--- src/rtl/tea_stream_adapter.sv ---
// Byte-stream front end for a TEA core: packs 8 bytes into a 64-bit block, drives the
// core control/data buses, waits for the result and streams it back out as 8 bytes.
module tea_stream_adapter #(
    parameter int TIMEOUT_CYCLES = 1023
) (
    input  logic        clk,
    input  logic        rst_n,
    input  logic        mode_i,
    input  logic [7:0]  s_data,
    input  logic        s_valid,
    output logic        s_ready,
    output logic [7:0]  m_data,
    output logic        m_valid,
    input  logic        m_ready,
    output logic [1:0]  core_control,
    output logic [31:0] core_bus_a,
    output logic [31:0] core_bus_b,
    input  logic [31:0] core_out_a,
    input  logic [31:0] core_out_b,
    input  logic [1:0]  core_status,
    output logic        busy,
    output logic        error,
    input  logic        err_clr
);

    typedef enum logic [1:0] {ST_COLLECT, ST_WAIT, ST_RELEASE, ST_EMIT} state_t;

    localparam logic [9:0] TMO_LAST = 10'(TIMEOUT_CYCLES - 1);

    state_t      r_state;
    state_t      w_state_next;
    logic [2:0]  r_cnt;
    logic        r_mode;
    logic [9:0]  r_tmo;
    logic [63:0] r_out;
    logic [1:0]  r_ctrl;
    logic [31:0] r_bus_a;
    logic [31:0] r_bus_b;
    logic [7:0]  r_m_data;
    logic        r_m_valid;
    logic        r_error;

    logic        w_s_ready;
    logic        w_in_xfer;
    logic        w_out_xfer;
    logic        w_match;
    logic        w_timeout;
    logic        w_release;
    logic        w_tmo_hit;
    logic [1:0]  w_expect;

    assign w_expect  = r_mode ? 2'd2 : 2'd1;
    assign w_tmo_hit = (r_tmo == TMO_LAST);

    always_ff @(posedge clk or negedge rst_n) begin
        if (!rst_n) begin
            r_state <= ST_COLLECT;
        end else begin
            r_state <= w_state_next;
        end
    end

    always_comb begin
        w_state_next = r_state;
        w_s_ready    = 1'b0;
        w_in_xfer    = 1'b0;
        w_out_xfer   = 1'b0;
        w_match      = 1'b0;
        w_timeout    = 1'b0;
        w_release    = 1'b0;
        case (r_state)
            ST_COLLECT: begin
                w_s_ready = 1'b1;
                w_in_xfer = s_valid;
                if (s_valid && r_cnt == 3'd7) begin
                    w_state_next = ST_WAIT;
                end
            end
            ST_WAIT: begin
                // A status arriving on the last allowed cycle still counts as success
                if (core_status == w_expect) begin
                    w_match      = 1'b1;
                    w_state_next = ST_RELEASE;
                end else if (w_tmo_hit) begin
                    w_timeout    = 1'b1;
                    w_state_next = ST_COLLECT;
                end
            end
            ST_RELEASE: begin
                if (core_status == 2'd0) begin
                    w_release    = 1'b1;
                    w_state_next = ST_EMIT;
                end else if (w_tmo_hit) begin
                    w_timeout    = 1'b1;
                    w_state_next = ST_COLLECT;
                end
            end
            ST_EMIT: begin
                w_out_xfer = m_ready;
                if (m_ready && r_cnt == 3'd7) begin
                    w_state_next = ST_COLLECT;
                end
            end
            default: w_state_next = ST_COLLECT;
        endcase
    end

    always_ff @(posedge clk or negedge rst_n) begin
        if (!rst_n) begin
            r_cnt     <= 3'd0;
            r_mode    <= 1'b0;
            r_tmo     <= 10'd0;
            r_out     <= 64'd0;
            r_ctrl    <= 2'd0;
            r_bus_a   <= 32'd0;
            r_bus_b   <= 32'd0;
            r_m_data  <= 8'd0;
            r_m_valid <= 1'b0;
            r_error   <= 1'b0;
        end else begin
            if (r_state == ST_WAIT || r_state == ST_RELEASE) begin
                r_tmo <= r_tmo + 10'd1;
            end
            if (w_in_xfer) begin
                r_cnt <= r_cnt + 3'd1;
                if (r_cnt == 3'd0) begin
                    r_mode <= mode_i;
                end
                for (int k = 0; k < 4; k++) begin
                    if (r_cnt == 3'(k)) begin
                        r_bus_a[31-8*k -: 8] <= s_data;
                    end
                    if (r_cnt == 3'(k + 4)) begin
                        r_bus_b[31-8*k -: 8] <= s_data;
                    end
                end
                if (r_cnt == 3'd7) begin
                    r_ctrl <= w_expect;
                    r_tmo  <= 10'd0;
                end
            end
            if (w_match) begin
                r_out  <= {core_out_a, core_out_b};
                r_ctrl <= 2'd0;
            end
            // r_out[63:56] always holds the next byte still to be presented
            if (w_release) begin
                r_m_valid <= 1'b1;
                r_m_data  <= r_out[63:56];
                r_out     <= {r_out[55:0], 8'd0};
            end
            if (w_out_xfer) begin
                r_cnt    <= r_cnt + 3'd1;
                r_m_data <= r_out[63:56];
                r_out    <= {r_out[55:0], 8'd0};
                if (r_cnt == 3'd7) begin
                    r_m_valid <= 1'b0;
                end
            end
            if (w_timeout) begin
                r_error <= 1'b1;
                r_ctrl  <= 2'd0;
            end else if (err_clr) begin
                r_error <= 1'b0;
            end
        end
    end

    assign s_ready      = w_s_ready;
    assign m_data       = r_m_data;
    assign m_valid      = r_m_valid;
    assign core_control = r_ctrl;
    assign core_bus_a   = r_bus_a;
    assign core_bus_b   = r_bus_b;
    assign error        = r_error;
    assign busy         = !(r_state == ST_COLLECT && r_cnt == 3'd0);

endmodule

--- config.mk ---
export PLATFORM = sky130hd
export DESIGN_NAME = tea_stream_adapter
export DESIGN_NICKNAME = d
export VERILOG_FILES = /design/src/rtl/tea_stream_adapter.sv
export SDC_FILE = /design/constraint.sdc
export NUM_CORES = 1
export LEC_CHECK = 0
export CAP_MARGIN = 20
export CORE_ASPECT_RATIO = 1.4
export CORE_MARGIN = 3
export CORE_UTILIZATION = 42
export CTS_CLUSTER_SIZE = 30
export DETAILED_ROUTE_END_ITERATION = 16
export PLACE_DENSITY = 0.77
export SYNTH_ARGS = -nofsm -noshare
export SYNTH_HDL_FRONTEND = slang
export SYNTH_SLANG_ARGS = --single-unit
--- constraint.sdc ---
create_clock -name clk -period 5.6 [get_ports clk]
set_clock_uncertainty 0.2 [all_clocks]
set_input_delay 1.4 -clock clk [delete_from_list [all_inputs] [get_ports clk]]
set_output_delay 1.4 -clock clk [all_outputs]
set_load 0.1 [all_outputs]
# ---- After elaboration in Yosys (flattened, before gate mapping)
# Index checks and enable logic that the tools add are counted.
dict set report totals {
  regBits 156
  input_bits 80
  out_inout_bits 78
}
dict set report classes {
  add_sub_neg 2
  eq_ne 14
  n_mux 37
  n_reduce_logical 24
}
# op count
set op_table {}
lappend op_table {{64-bit 2-to-1 mux} 3}
lappend op_table {{10-bit 2-to-1 mux} 3}
lappend op_table {{2-bit 2-to-1 mux} 10}
lappend op_table {{2-bit AND reduction} 10}
lappend op_table {{8-bit 2-to-1 mux} 2}
lappend op_table {{1-bit 2-to-1 mux} 15}
lappend op_table {{3-bit == test (second input constant)} 4}
lappend op_table {{10-bit by 1-bit adder with 10-bit output (second input constant)} 1}
lappend op_table {{10-bit == test (second input constant)} 1}
lappend op_table {{3-bit nonzero test} 3}
lappend op_table {{2-bit one-hot mux with 4 select lines} 1}
lappend op_table {{3-bit by 2-bit == test with 1-bit output (second input constant)} 2}
lappend op_table {{3-bit 2-to-1 mux} 2}
lappend op_table {{2-bit nonzero test} 3}
lappend op_table {{2-bit == test (second input constant)} 2}
lappend op_table {{2-bit zero test} 2}
lappend op_table {{2-bit != test (second input constant)} 2}
lappend op_table {{3-bit by 1-bit adder with 3-bit output (second input constant)} 1}
lappend op_table {{3-bit by 1-bit == test with 1-bit output (second input constant)} 1}
lappend op_table {{1-bit logical AND} 3}
lappend op_table {{3-bit zero test} 1}
lappend op_table {{2-bit by 1-bit == test with 1-bit output (second input constant)} 1}
lappend op_table {{2-bit == test} 1}
lappend op_table {{1-bit one-hot mux with 2 select lines} 1}
lappend op_table {{other kinds (2)} 2}

# ---- Longest topological paths before layout
# Gate-level depths: netlist (run 1).
dict set report logic_depth {
  depth_word 7
  mapped_depth 9
  depth_no_buf 6
}

# ---- Worst setup path after synthesis (run 1)
# No wires, ideal clock.
dict set report synth_timing {
  path_type {register to output}
  startpoint {register r_state[0]}
  endpoint {output port busy}
  arrival_ns 2.175
  required_ns 4.000
  path_slack_ns 1.825
  stages_incl_launch_ff 5
  cell_sequence {dfrtp_1 inv_1 ha_1 nor2b_1 nand2_1}
}
dict set report synth_between {
  elab_chain_len 3
}
# item line
set synth_rtl {}
lappend synth_rtl {{from (decl)} 30} ;# state_t r_state;
lappend synth_rtl {{from (signal assigned)} 59} ;# r_state <= w_state_next;
lappend synth_rtl {{2-bit zero test} 176} ;# assign busy = !(r_state == ST_COLLECT && r_cnt == 3'd0);
lappend synth_rtl {{1-bit logical AND} 176}
lappend synth_rtl {{1-bit zero test} 176}
lappend synth_rtl {{to (decl)} 21} ;# output logic busy,
# No other way between the ends.

# ---- Worst setup path in the final report (run 1)
# Same ends and word-level chain as after synthesis.

==> results.json, run 1 <==
{
  "syn_inst": 572,
  "synth_nets": 664,
  "wl_um": 16100,
  "antenna_found_initial": 0,
  "cp_data_arrival_time_ns": 2.74,
  "synth_area_um2": 6720,
  "viasPerCell": 5.19,
  "place_congestion": 0.786,
  "synth_top_cells_by_count": "156 x dfrtp_1, 111 x nand2_1, 66 x mux2i_1",
  "die_h_um": 156,
  "clk_path_buf_depth": 2,
  "grt_pass1_vias": 5122,
  "grt_usage_pct": 18.7,
  "fmax_ghz": 0.230,
  "crit_fanout": 14,
  "hold_viol": 0,
  "crit_end": "busy",
  "rr_startpoint": "r_state[0]",
  "drcViolationCount": 0,
  "synthToLayoutAreaGrowth_pct": 34.8,
  "reg2reg_setup_slack_ns": 2.95,
  "synth-async-reset-ratio_pct": 100,
  "tightest_slew_ns": 1.04,
  "syn_avg_cell_area_um2": 11.7,
  "h-tree-depth": 4,
  "final.min_clock_period_ns": 4.34,
  "min_path_cells": 2,
  "layout-drive-gt1-share_pct": 13.5,
  "initial_utilization_pct": 43.0,
  "yosys.area.top_type": "dfrtp_1",
  "setup_viol": 0,
  "cts_root_buf": "clkbuf_16",
  "path_clk_slew_ns": 0.06,
  "diodes": 0,
  "layout.nets": 820,
  "relSlewSlack_pct": 30.7,
  "netlist_top_cells_area": "dfrtp_1 58%, mux2i_1 9.8%, mux2_2 9.7%, nand2_1 6.2%, o21ai_1 4.2%",
  "cts_tree": "built",
  "synth_cell_types": 38,
  "wl_per_cell_um": 17.1,
  "synth-seq-area-share_pct": 58.1,
  "synth-edff-count": 0,
  "core_area_um2": 15600,
  "cap_viol_max_count": 0,
  "first_pass_iters": 4,
  "yosysMostFrequentCell": "dfrtp_1",
  "hp-class": "flip-flop to flip-flop",
  "tns_ns": 0,
  "via_count": 4856,
  "grt_first_pass_wirelength_um": 26200,
  "yosysWarnings": 0,
  "hpwl_um": 11800,
  "criticalPathCategory": "flip-flop to output port",
  "post_cts_buffers": 0,
  "numClockSinks": 156,
  "cts_made_buffers": 17,
  "startpoint": "r_state[0]",
  "num_rows": 54,
  "fin_crit_sh_pct": 77.5,
  "grt-ovfl-total": 0,
  "port_buffers": 157,
  "critPathLaunchType": "flip-flop",
  "end_kind": "output port",
  "die_area_um2": 17600,
  "drt_iter0_markers": 235,
  "required_ns": 4.00,
  "reg2reg_to": "r_out[27]",
  "outcome": "finished, final reports clean",
  "drt.antenna.violating_nets": 0,
  "pin_count": 158,
  "yosysTopAreaCellShare_pct": 58.1,
  "maxSlewViolCount": 0,
  "cts_hold_buffers": 0,
  "rsz0062_at_grt": "no",
  "cts_resized": 0,
  "grt_max_degree": 63,
  "synth_ff_type": "dfrtp_1",
  "reg2reg_depth": 7,
  "layout.filler_cells": 1299,
  "fp.dieW_um": 113,
  "ys_ff_latch": 156,
  "clock_latency_ns": 0.42
}
[flip-flops by register name (all words and copies together), names as in the netlist, 2 cells and up]
signal	cells
core_control	2
core_bus_a	32
r_out	64
r_cnt	3
r_state	2
r_tmo	10
core_bus_b	32
m_data	8
[critical path: stages, from the launching register on]
cell             delay [ns]
dfrtp_1                0.41
inv_1                  0.11
ha_1                   0.37
nor2b_1                0.23
nand2_1                0.09
clkdlybuf4s50_1        1.13
[worst min-delay path by stage]
stage                    from   endpoint  slack, ns
floorplan           r_out[56]  m_data[0]       0.25
global placement    m_data[6]  m_data[6]       0.25
detailed placement  r_out[56]  m_data[0]       0.26
CTS                 r_out[56]  m_data[0]       0.28
global route        r_out[58]  m_data[2]       0.30
finish              m_data[4]  m_data[4]       0.27
[metal layers]
metal,share of wire [%],vias up,global-route usage (%)
met4,3.4,0,8.13
met3,7.1,42,5.08
met2,50,189,32.3
met1,40,2339,21.9
li1,-,2286,-
met5,0,-,0
[cells in the final DEF (no fill, tap or decap), drive strengths merged, types with 7 or more instances in the layout]
cell	synthesis	layout
a21oi	7	7
buf	13	8
clkbuf	14	20
clkdlybuf4s50	0	156
clkinv	0	7
dfrtp	156	156
ha	12	12
inv	7	7
mux2	58	58
mux2i	66	66
nand2	111	111
nand3	7	7
nand4	7	7
nor2	21	21
o21ai	59	59
[stage by stage]
step | hold slack, ns | util [%] | setup slack, ns | std cells | area [um2]
after floorplan | 0.246 | - | 1.82 | 572 | 6720
after global placement | 0.254 | 54.2 | 1.73 | 905 | 8450
after detailed placement | 0.260 | 54.2 | 1.66 | 905 | 8450
after CTS | 0.279 | 58.0 | 1.27 | 936 | 9050
after global routing | 0.299 | 58.0 | 1.13 | 936 | 9050
final | 0.273 | 58.0 | 1.26 | 936 | 9050
[cell families after synthesis]
family,synth area share (%)
muxes,19.6
buffers and inverters,2.59
AOI/OAI and AO/OA,6.73
adders and majority gates,2.24
DFF,58.1
xor gates and xnor gates,0.913
and+or+nand+nor,9.84
[layout make-up]
class                      count  area [um2]  share of cell area (%)
timing repair buffer         164        1630                    18.0
inverter                       7        26.3                   0.290
tap                          196         245                    2.71
sequential                   156        3900                    43.1
clock inverter                11         144                    1.59
clock buffer                  20         457                    5.04
multi-input combinational    382        2650                    29.3
Power of run 1 is not shown: default switching activity piles up to over one toggle a cycle in this logic, so the estimate is an artifact.
==> run 2, diff against run 1 <==
==> constraint.sdc (replaced) <==
create_clock -name clk -period 4.5 [get_ports clk]
set_clock_uncertainty 0.2 [all_clocks]
set_input_delay 1.125 -clock clk [delete_from_list [all_inputs] [get_ports clk]]
set_output_delay 1.125 -clock clk [all_outputs]
set_load 0.1 [all_outputs]
==> results.json, run 2 (synthesis results as in run 1) <==
{
  "synthToLayoutAreaGrowth_pct": 36.5,
  "grt-ovfl-total": 0,
  "wl_met1_um": 6460,
  "dr_wl_met2_um": 8020,
  "wl_met3_um": 1010,
  "clk_path_buf_depth": 2,
  "cts_tree": "built",
  "path_clk_slew_ns": 0.06,
  "antenna_found_initial": 0,
  "grt_first_pass_wirelength_um": 25600,
  "post_cts_buffers": 0,
  "fmax_ghz": 0.301,
  "hp-class": "flip-flop to flip-flop",
  "cts_resized": 0,
  "grt_max_degree": 80,
  "cap_viol_max_count": 0,
  "initial_utilization_pct": 43.0,
  "die_area_um2": 17600,
  "via_count": 4819,
  "tns_ns": 0,
  "hpwl_um": 11500,
  "port_buffers": 157,
  "relSlewSlack_pct": 30.4,
  "crit_fanout": 14,
  "numClockSinks": 156,
  "viasPerCell": 5.12,
  "mostFrequentLayoutCell": "dfrtp_1",
  "pin_count": 158,
  "first_pass_iters": 4,
  "hold_viol": 0,
  "critPathLaunchType": "flip-flop",
  "diodes": 0,
  "place_congestion": 0.799,
  "layout.nets": 824,
  "fin_crit_sh_pct": 73.7,
  "num_rows": 54,
  "cp_data_arrival_time_ns": 1.99,
  "die_h_um": 156,
  "cts_hold_buffers": 0,
  "layout-drive-gt1-share_pct": 14.2,
  "cts_root_buf": "clkbuf_16",
  "setup_viol": 0,
  "wl_per_cell_um": 16.6,
  "core_area_um2": 15600,
  "clock_latency_ns": 0.41,
  "drt_iter0_markers": 160,
  "criticalPathCategory": "flip-flop to output port",
  "wl_um": 15600,
  "end_kind": "output port",
  "tightest_slew_ns": 1.04,
  "cts_made_buffers": 17,
  "h-tree-depth": 4,
  "drt.antenna.violating_nets": 0,
  "outcome": "finished, final reports clean",
  "grt_pass1_vias": 5060,
  "layout_common_cells": "156 x dfrtp_1, 154 x clkdlybuf4s50_1, 111 x nand2_1, 66 x mux2i_1, 58 x mux2_2",
  "highest_layer": "met4",
  "grt_usage_pct": 18.1,
  "drcViolationCount": 0,
  "required_ns": 3.17,
  "fp.dieW_um": 113,
  "top_register": "r_out",
  "final.min_clock_period_ns": 3.32,
  "maxSlewViolCount": 0,
  "largest_reg_flops": 64,
  "rsz0062_at_grt": "no"
}
## run 2: final timing paths
path / end / slack (ns) / cells past startpoint / startpoint
setup / recovery: busy / 1.18 / 5 / r_state[0]
hold / removal: m_data[6] / 0.27 / 2 / m_data[6]
setup reg to reg: r_out[58] / 1.94 / 7 / r_state[0]
hold reg to reg: m_data[6] / 0.27 / 2 / m_data[6]
max in group asynchronous: core_bus_a[21] / 2.68 / 2 / rst_n
min in group asynchronous: core_bus_a[26] / 0.53 / 1 / rst_n
## run 2: final cells by class
| class | instances | area (um2) |
|---|---|---|
| clock buffer | 19 | 433 |
| clock inverter | 13 | 190 |
| fill | 1294 | 6440 |
| inverter | 7 | 26.3 |
| multi-input combinational | 382 | 2650 |
| sequential | 156 | 3900 |
| tap | 196 | 245 |
| timing repair buffer | 168 | 1710 |
## run 2: critical path, stage by stage, from the launching register on
cell and delay [ns]:
dfrtp_1 0.42, inv_1 0.11, ha_1 0.46, nor2b_1 0.26
nand2_1 0.10, buf_4 0.24
## run 2: per-stage QoR
step                instances  util [%]  cell area, um2  setup slack, ns  hold WS (ns)
finish                    941      58.7            9160             1.18         0.268
floorplan                 572         -            6720             1.00         0.246
global route              941      58.7            9160             1.03         0.287
global placement          909      54.7            8540            0.885         0.253
detailed placement        909      54.7            8540            0.799         0.255
CTS                       941      58.7            9160             1.19         0.269
## run 2: per-layer routing
metal,global-route usage [%],vias up
li1,-,2290
met1,22.5,2361
met2,31.7,155
met3,4.58,13
met4,4.52,0
met5,0,-
Power of run 2 is left out for the same reason.
==> run 3, diff against run 2 <==
--- a/config.mk
+++ b/config.mk
@@ -11,7 +11,7 @@
 export CORE_UTILIZATION = 42
 export CTS_CLUSTER_SIZE = 30
 export DETAILED_ROUTE_END_ITERATION = 16
-export PLACE_DENSITY = 0.77
+export PLACE_DENSITY = 0.8
 export SYNTH_ARGS = -nofsm -noshare
 export SYNTH_HDL_FRONTEND = slang
 export SYNTH_SLANG_ARGS = --single-unit
==> constraint.sdc (replaced) <==
create_clock -name clk -period 2.7 [get_ports clk]
set_clock_uncertainty 0.2 [all_clocks]
set_input_delay 0.675 -clock clk [delete_from_list [all_inputs] [get_ports clk]]
set_output_delay 0.675 -clock clk [all_outputs]
set_load 0.1 [all_outputs]
==> results.json, run 3 (synthesis results as in run 1) <==
{
  "outcome": "finished, final reports clean",
  "initial_utilization_pct": 43.0,
  "pin_count": 158,
  "cp_cell_sequence": "inv_1, ha_2, nor2b_1, nand2_2, buf_12",
  "clk_path_buf_depth": 2,
  "viasPerCell": 5.09,
  "numClockSinks": 156,
  "cts_hold_buffers": 0,
  "drt_iter0_markers": 352,
  "core_area_um2": 15600,
  "end_kind": "output port",
  "required_ns": 1.82,
  "final.min_clock_period_ns": 2.53,
  "layout_common_cells": "156 x dfrtp_1, 110 x nand2_1, 95 x buf_4, 78 x clkdlybuf4s50_1, 66 x mux2i_1",
  "fmax_ghz": 0.395,
  "cts_resized": 0,
  "first_pass_iters": 4,
  "setup_viol": 0,
  "wl_um": 16500,
  "layout-drive-gt1-share_pct": 26.3,
  "cts_made_buffers": 17,
  "rsz0062_at_grt": "no",
  "fin_crit_sh_pct": 93.9,
  "crit_fanout": 3,
  "grt_pass1_vias": 5230,
  "via_count": 4883,
  "grt_max_degree": 57,
  "hp-class": "input pin to async pin",
  "fp.dieW_um": 113,
  "post_cts_buffers": 0,
  "grt_first_pass_wirelength_um": 26500,
  "layout.nets": 842,
  "cts_tree": "built",
  "drt.antenna.violating_nets": 0,
  "port_buffers": 157,
  "slowest_stage": "dfrtp_1",
  "h-tree-depth": 4,
  "criticalPathCategory": "flip-flop to output port",
  "grt_usage_pct": 19.0,
  "die_h_um": 156,
  "mostFrequentLayoutCell": "dfrtp_1",
  "critPathLaunchType": "flip-flop",
  "cp_data_arrival_time_ns": 1.66,
  "startpoint": "r_state[1]",
  "path_clk_slew_ns": 0.06,
  "layoutNonFillerInstCount": 959,
  "tns_ns": 0,
  "crit_family": "flip-flops",
  "worst-path-buf-inv": 2,
  "rr_startpoint": "r_state[1]",
  "num_rows": 54,
  "relSlewSlack_pct": 59.0,
  "grt-ovfl-total": 0,
  "synthToLayoutAreaGrowth_pct": 36.6,
  "wl_per_cell_um": 17.2,
  "hpwl_um": 12200,
  "drcViolationCount": 0,
  "clock_latency_ns": 0.41,
  "maxSlewViolCount": 0,
  "dp.cells": 927,
  "tightest_slew_ns": 0.616,
  "cap_viol_max_count": 0,
  "hold_viol": 0,
  "fin_util_pct": 58.8,
  "largest_reg_flops": 64,
  "top_register": "r_out",
  "place_congestion": 0.853,
  "die_area_um2": 17600,
  "diodes": 0,
  "cts_root_buf": "clkbuf_16",
  "antenna_found_initial": 0,
  "slowest_delay_ns": 0.41
}
run 3: cell types whose count changed in the layout (fill, tap and decap cells not counted), sizes merged:
| cell | delta |
|---|---|
| clkdlybuf4s50 | -76 |
| buf | +94 |
| clkinv | +2 |
| inv | -3 |
| clkbuf | +2 |
| bufinv | -1 |
run 3: layout make-up:
class / count / area [um2]
Multi-Input combinational cell: 382 / 2660
Timing Repair Buffer: 186 / 1750
Sequential cell: 156 / 3900
Inverter: 7 / 26.3
Clock inverter: 11 / 144
Fill cell: 1256 / 6430
Clock buffer: 21 / 450
Tap cell: 196 / 245
run 3: worst paths after layout:
kind	endpoint	slack, ns	cells past startpoint
worst max-delay path	busy	0.17	5
worst min-delay path	core_bus_b[1]	0.03	1
worst max register to register	core_bus_a[23]	0.52	5
worst min register to register	m_data[3]	0.27	2
max in group asynchronous	m_data[4]	1.63	2
min in group clk	m_data[3]	0.27	2
run 3: worst register-to-register path, stage by stage (launching register included):
cell	delay [ns]
dfrtp_1	0.41
inv_1	0.13
ha_2	0.19
buf_4	0.20
nand4_1	0.48
mux2_2	0.46
run 3: layer usage:
| layer | wire, um | track usage (%) | vias up |
|---|---|---|---|
| met2 | 8570 | 33.1 | 163 |
| met4 | 270 | 6.53 | 0 |
| li1 | - | - | 2323 |
| met5 | 0 | 0 | - |
| met3 | 910 | 4.73 | 15 |
| met1 | 6770 | 23.1 | 2382 |
run 3: per-stage QoR:
stage	hold slack [ns]	instance area [um2]	setup WS, ns
6_report	0.0259	9170	0.166
5_1_grt	0.0485	9170	0.0645
4_1_cts	0.0365	9170	0.139
3_5_place_dp	0.265	8580	-0.0433
3_3_place_gp	0.258	8580	0.0427
2_1_floorplan	0.179	6720	0.155
Power of run 3 is left out for the same reason.
